**config.mk**
```make
export PLATFORM = sky130hd
export DESIGN_NAME = recovery_controller
export DESIGN_NICKNAME = d
export VERILOG_FILES = /design/src/rtl/recovery_controller.sv
export SDC_FILE = /design/constraint.sdc
export NUM_CORES = 1
export LEC_CHECK = 0
export CAP_MARGIN = 10
export CORE_UTILIZATION = 41
export CTS_CLUSTER_SIZE = 30
export DETAILED_ROUTE_END_ITERATION = 7
export GPL_TIMING_DRIVEN = 0
export PLACE_DENSITY_LB_ADDON = 0.12
export SYNTH_ARGS = -nofsm -noshare
export SYNTH_HDL_FRONTEND = slang
export SYNTH_SLANG_ARGS = --single-unit
```
**constraint.sdc**
```tcl
create_clock -name clk -period 1.6 [get_ports clk]
set_input_delay 0.32 -clock clk [delete_from_list [all_inputs] [get_ports clk]]
set_output_delay 0.32 -clock clk [all_outputs]
set_load 0.02 [all_outputs]
```
**src/rtl/recovery_controller.sv**
```systemverilog
// Misprediction recovery sequencer: stalls issue, drains committed stores,
// squashes the back end, clears regstat tags and redirects fetch.
module recovery_controller #(
  parameter int FLUSH_CYCLES  = 2,
  parameter int DRAIN_TIMEOUT = 64
) (
  input  logic        clk,
  input  logic        reset,
  input  logic        mispredict_in,
  input  logic [31:0] target_pc,
  input  logic        store_pending,
  output logic        flush,
  output logic        regstat_clear,
  output logic        issue_stall,
  output logic        redirect_valid,
  output logic [31:0] redirect_pc,
  output logic        drain_timeout,
  output logic [15:0] recover_count
);

  localparam int MAXC =
    (FLUSH_CYCLES > DRAIN_TIMEOUT) ? FLUSH_CYCLES : DRAIN_TIMEOUT;
  localparam int CW = $clog2(MAXC) + 1;

  localparam logic [CW-1:0] FLUSH_LAST = CW'(FLUSH_CYCLES - 1);
  localparam logic [CW-1:0] DRAIN_LAST = CW'(DRAIN_TIMEOUT - 1);

  typedef enum logic [1:0] {
    IDLE,
    DRAIN,
    FLUSH,
    REDIRECT
  } state_t;

  state_t        state, state_n;
  logic [CW-1:0] cnt, cnt_n;
  logic [31:0]   pc_n;
  logic          timeout_n;
  logic [15:0]   count_n;

  always_ff @(posedge clk) begin
    if (reset) begin
      state         <= IDLE;
      cnt           <= '0;
      redirect_pc   <= '0;
      drain_timeout <= 1'b0;
      recover_count <= '0;
    end else begin
      state         <= state_n;
      cnt           <= cnt_n;
      redirect_pc   <= pc_n;
      drain_timeout <= timeout_n;
      recover_count <= count_n;
    end
  end

  always_comb begin
    state_n   = state;
    cnt_n     = cnt;
    pc_n      = redirect_pc;
    timeout_n = drain_timeout;
    count_n   = recover_count;
    unique case (state)
      IDLE: begin
        if (mispredict_in) begin
          pc_n    = target_pc;
          cnt_n   = '0;
          state_n = store_pending ? DRAIN : FLUSH;
        end
      end
      DRAIN: begin
        // A store finishing on the last allowed cycle is not a timeout
        if (!store_pending) begin
          state_n = FLUSH;
          cnt_n   = '0;
        end else if (cnt == DRAIN_LAST) begin
          timeout_n = 1'b1;
          state_n   = FLUSH;
          cnt_n     = '0;
        end else begin
          cnt_n = cnt + CW'(1);
        end
      end
      FLUSH: begin
        if (cnt == FLUSH_LAST) begin
          state_n = REDIRECT;
          cnt_n   = '0;
        end else begin
          cnt_n = cnt + CW'(1);
        end
      end
      REDIRECT: begin
        state_n = IDLE;
        if (recover_count != 16'hFFFF)
          count_n = recover_count + 16'd1;
      end
      default: state_n = IDLE;
    endcase
  end

  assign flush          = (state == FLUSH);
  assign regstat_clear  = (state == FLUSH) && (cnt == '0);
  assign redirect_valid = (state == REDIRECT);
  assign issue_stall    = (state != IDLE);

endmodule

```
==> metrics.md <==
| Metric | Value |
|---|---|
| Outcome | finished with violations |
| Area leader, netlist | dfxtp_1 |
| CTS Hold Bufs | 0 |
| Clock Latency Late Sink | 0.34 ns |
| Total number of H-tree levels | 3 |
| CP Class | flop to primary output |
| FF+latch area | 0.00121 mm² |
| Cells after synthesis | 326 |
| Nets | 495 |
| Achievable frequency | 546 MHz |
| Critical Path Fanout Max | 4 |
| # fillers | 508 |
| First-pass GRT wire length | 12100 µm |
| Unrepaired setup endpoints after global routing | true |
| Worst path depth | 3 |
| Crit end category | primary output |
| Main area contributors after synthesis | dfxtp_1, nand2_1, a21oi_1 |
| Hold Slack | 0.449 ns |
| Top_reg_cell synth | dfxtp_1 |
| Max incr delay on CP | 0.56 ns |
| Final setup fails | 10 |
| Wirelength per Cell | 15.0 µm |
| Number of flops mapped to enable cells by yosys | 0 |
| Post-route antenna net violation count | 0 |
| Port bufs | 88 |
| GRT overflow | 0 |
| Final WL | 7910 µm |
| Clock Root Buffer | clkbuf_8 |
| Max Slew Vio Count | 0 |
| Layout cell share with drive strength beyond 1 | 24.5% |
| Clk slew on worst S/H paths | 0.06 ns |
| Crit path DAT | 1.51 ns |
| WP data required | 1.28 ns |
| Post-Layout Cell Count | 528 |
| Fin. Hold Viols | 0 |
| Share of the synthesized area in the top cell type | 44.1% |
| Peak VDD IR | 0.898 mV |
| Mapped Area | 0.00263 mm² |
| Longest Clk Path Bufs | 2 |
| CTS sink count | 58 |
| Placed Cells | 489 |
| Die area | 0.00674 mm² |
| Synth Register Bits | 58 |
| Worst hold path type | flop to flop |
| R2R cell count | 6 |
| TritonCTS clock tree | done |
| Rows | 28 |
| Antenna violations before repair | 0 |
| Drc violations | 0 |
| Vias in the first global route | 2618 |
| Fin crit share | 114% |
| Hold depth | 2 |
| Post-Synthesis Net Count | 372 |
| Crit path cell chain | or4_4 -> nor3_4 -> buf_6 |
| Ports | 89 |
| Setup tns final | -1.88 ns |
| Largest net degree at the start of global routing | 11 |
| CP delay by family, top | simple AND/OR/NAND/NOR gates |
| Num CTS Buffers | 9 |
| Die Ht | 82.1 µm |
| Starting Density | 43.4% |
| Area of the core | 0.00606 mm² |
| Die Wd | 82.1 µm |
| Final HPWL DP | 4750 µm |
| Vias per cell | 5.40 |
| Lkg Pwr | 1.81 nW |
| Syn-to-layout area delta | 63.3% |
| Buffers and inverters on the worst path | 1 |
| 1st-iter DRT viols | 117 |
| Max-slew headroom | 65.9% |
| Top cells by count, synth | nand2_1, dfxtp_1, a21oi_1 |
| Syn Area/Cell | 8.07 µm² |
| Skew final | 0.00374 ns |
| P per Cell Area | 1150 mW/mm² |
| Via count | 2851 |
| Max-Cap Viols | 0 |
| Synthesis warning total | 0 |
| GRT Total Usage | 23.8% |
| Final WS setup | -0.230 ns |
| Pre-CTS WS | -0.703 ns |
| Cell variety after synth | 43 |
| Area occupied by multi-input gates | 0.00163 mm² |
| Final Critical Period | 1.83 ns |
| Most frequent cell after synthesis | nand2_1 |
| Sequential-to-total area share from yosys stat | 44.1% |
| Slew of the pin with the lowest slew margin | 0.511 ns |
| N_diodes | 0 |
| Failing checks | negative setup slack |
| Worst path slowest cell | or4_4 |
| Async SR Flop Fraction | 0% |
| Post-layout util | 70.9% |
| Startpoint Class | flop |
| Final RePlAce weighted congestion | 0.801 |
| DRT Pass-1 Iters | 4 |
==> state kept, by name (all words and copies together) (netlist names) <==
name	cells
recover_count	16
drain_timeout	1
cnt	7
redirect_pc	32
state	2
==> worst register-to-register path, delay by kind of cell, from the launching register on <==
kind            cells  cell delay (ns)
compound gates      3             0.51
buf+inv             2             0.29
flops               1             0.34
simple gates        1             0.56
==> worst paths after layout <==
kind,startpoint,end,slack [ns]
worst max-delay path,cnt[6]$_SDFFE_PP0P_,regstat_clear,-0.23
worst min-delay path,redirect_pc[19]$_SDFFE_PP0P_,redirect_pc[19]$_SDFFE_PP0P_,0.45
worst max register to register,cnt[6]$_SDFFE_PP0P_,cnt[2]$_SDFFE_PP0P_,-0.22
worst min register to register,redirect_pc[19]$_SDFFE_PP0P_,redirect_pc[19]$_SDFFE_PP0P_,0.45
==> per-stage QoR <==
stage               power [mW]  cell area [µm²]
global route              5.20             4290
global placement          3.37             3700
detailed placement        3.39             3700
CTS                       4.87             4180
floorplan                 2.72             2730
finish                    4.93             4290
==> report_power, final <==
part	total, mW	switching, mW	internal (mW)
Clock	1.39	0.557	0.836
Combinational	1.79	1.05	0.746
Sequential	1.74	0.113	1.63
==> layer usage <==
metal / GRT usage [%] / part of all wire, % / vias up
met3: 8.24 / 6.0 / 17
li1: - / - / 1402
met1: 27.7 / 42 / 1325
met2: 39.7 / 50 / 107
met5: 0 / 0 / -
met4: 10.2 / 1.9 / 0
==> layout make-up <==
| class | instances | area share, % |
|---|---|---|
| clock inverters | 2 | 0.816 |
| well taps | 75 | 2.19 |
| plain buffers | 15 | 2.19 |
| multi-input cells | 241 | 37.8 |
| flip-flops and latches | 58 | 28.2 |
| inverters | 10 | 0.874 |
| repair buffers | 114 | 24.0 |
| clock buffers | 13 | 3.93 |
==> layout by cell type (no fill, tap or decap), types with 9 or more instances in the layout <==
cell             Yosys  layout
buf_4                0      23
nand3_1             10       9
nand2_1             76      75
inv_1               10       9
dlygate4sd2_1        0      47
dfxtp_1             58      42
clkdlybuf4s50_1      0      35
dfxtp_4              0      12
nor2_1              14      13
clkbuf_8             0      13
a21oi_1             41      39
==> timing repair <==
action / CTS / global route
cloned: 1 / 0
buffers inserted: 20 / 5
gates resized for setup: 109 / 32
pin swaps: 23 / 12
endpoints found under the setup margin: 103 / 59
==> kinds of logic (layout without fill, tap and decap cells) <==
group	Yosys count	in the layout	synth area share (%)
muxes	5	5	2.00
xor gates and xnor gates	1	1	0.333
and+or+nand+nor	142	142	25.6
AOI/OAI and AO/OA	83	83	19.2
buffers and inverters	27	154	3.95
DFF	58	58	44.1
adders and majority gates	10	10	4.76
No activity file was read; power rests on OpenSTA's default activity.
==> RTL edit: new RTL, same settings <==
Set the parameter `DRAIN_TIMEOUT` to 32 (it was 64).
--- a/src/rtl/recovery_controller.sv
+++ b/src/rtl/recovery_controller.sv
@@ -2,7 +2,7 @@
 // squashes the back end, clears regstat tags and redirects fetch.
 module recovery_controller #(
   parameter int FLUSH_CYCLES  = 2,
-  parameter int DRAIN_TIMEOUT = 64
+  parameter int DRAIN_TIMEOUT = 32
 ) (
   input  logic        clk,
   input  logic        reset,
Formal check against the unedited RTL: no difference found for any inputs over 10 cycles, from zero or initial values and one cycle with reset high; that may be too few to reach the edited logic, so the function may still have changed.
==> RTL edit against the original RTL <==
The flow still finishes with violations (setup timing). Global-route usage is 0.83 points lower. Cell area fell by 4.5%. Total power is 3.7% lower. Critical path depth grew 2. Area after synthesis is 2.7% lower. Count of clock-buffer cells in the layout is 2 lower. Clock skew grew 3.8 ps. First-iteration DRC count decreased by 44%. Worst setup slack improved by 150 ps. Largest power group is now sequential cells. Sequential cell count is 1 lower. Wire length decreased by 4.7%. Largest cell class unchanged. Combinational power is 8% lower. Register-to-register slack better by 140 ps.
==> RTL edit: results (changes against the original RTL) <==
| Metric | Value |
|---|---|
| Status | `finished, violations left` |
| Clk_skew | `7.58 ps (+3.85 ps)` |
| Inst Count DP | `475 (-2.9%)` |
| WL met2 | `3.81 mm (-4.4%)` |
| Non-Filler Instances | `509 (-3.6%)` |
| Final setup vio count | `5 (-5)` |
| GR Util All Layers | `23.0% (-0.83 points)` |
| Crit path DAT | `1940 ps (+430 ps)` |
| Violations in the final reports | `setup timing` |
| Final HPWL DP | `4.79 mm (+0.77%)` |
| Crit path from | `recover_count[0]` |
| TNS Setup | `-300 ps (+1580 ps)` |
| Dpl ws | `-304 ps (+399 ps)` |
| Placer Congestion | `0.817 (+2.0%)` |
| First-pass GRT wire length | `11.4 mm (-5.0%)` |
| Synth Area in XOR/XNOR | `1.37% (+1.0 points)` |
| Hold path start | `redirect_pc[21]` |
| Vias in the first global route | `2445 (-6.6%)` |
| Fraction of final layout cells with drive strength greater than 1 | `24.2% (-0.31 points)` |
| GR Util met1 | `27.0% (-0.67 points)` |
| R2r worst-path depth | `5 (-1)` |
| Synth area leaders | `dfxtp_1, nand2_1, a21oi_1` |
| Setup ws final | `-78.5 ps (+152 ps)` |
| 1st-iter DRT viols | `65 (-44%)` |
| Synth Area in Compound Gates | `19.0% (-0.26 points)` |
| CP max-delay cell | `a211o_1` |
| Post-synthesis adder-cell area fraction | `4.89% (+0.13 points)` |
## RTL edit: changes by cell type after synthesis, sizes merged, moves of 4 or more
cell / delta
a211oi: +5
nand3: -5
nor2: -8
o211ai: -8
xnor2: +4
## RTL edit: timing repair
action | 4_1_cts | 5_1_grt
pin swaps | 10 | 16
setup buffers | 14 | 6
hold endpoints to repair | 0 | 0
resized for setup | 92 | 41
endpoints found under the setup margin | 96 | 58
gates cloned | 1 | 0
## RTL edit: layout make-up
| cell class | instances | area (um^2) |
|---|---|---|
| buffer | 14 | 85.1 |
| clock buffer | 11 | 141 |
| clock inverter | 5 | 53.8 |
| fill | 536 | 1860 |
| inverter | 9 | 33.8 |
| multi-input combinational | 229 | 1550 |
| sequential | 57 | 1170 |
| tap | 75 | 93.8 |
| timing repair buffer | 109 | 972 |
## RTL edit: power breakdown
group          internal (mW)  switching (mW)  leakage (nW)
Clock                  0.757           0.589        0.0996
Combinational          0.695           0.950          1.21
Sequential              1.63           0.129         0.473
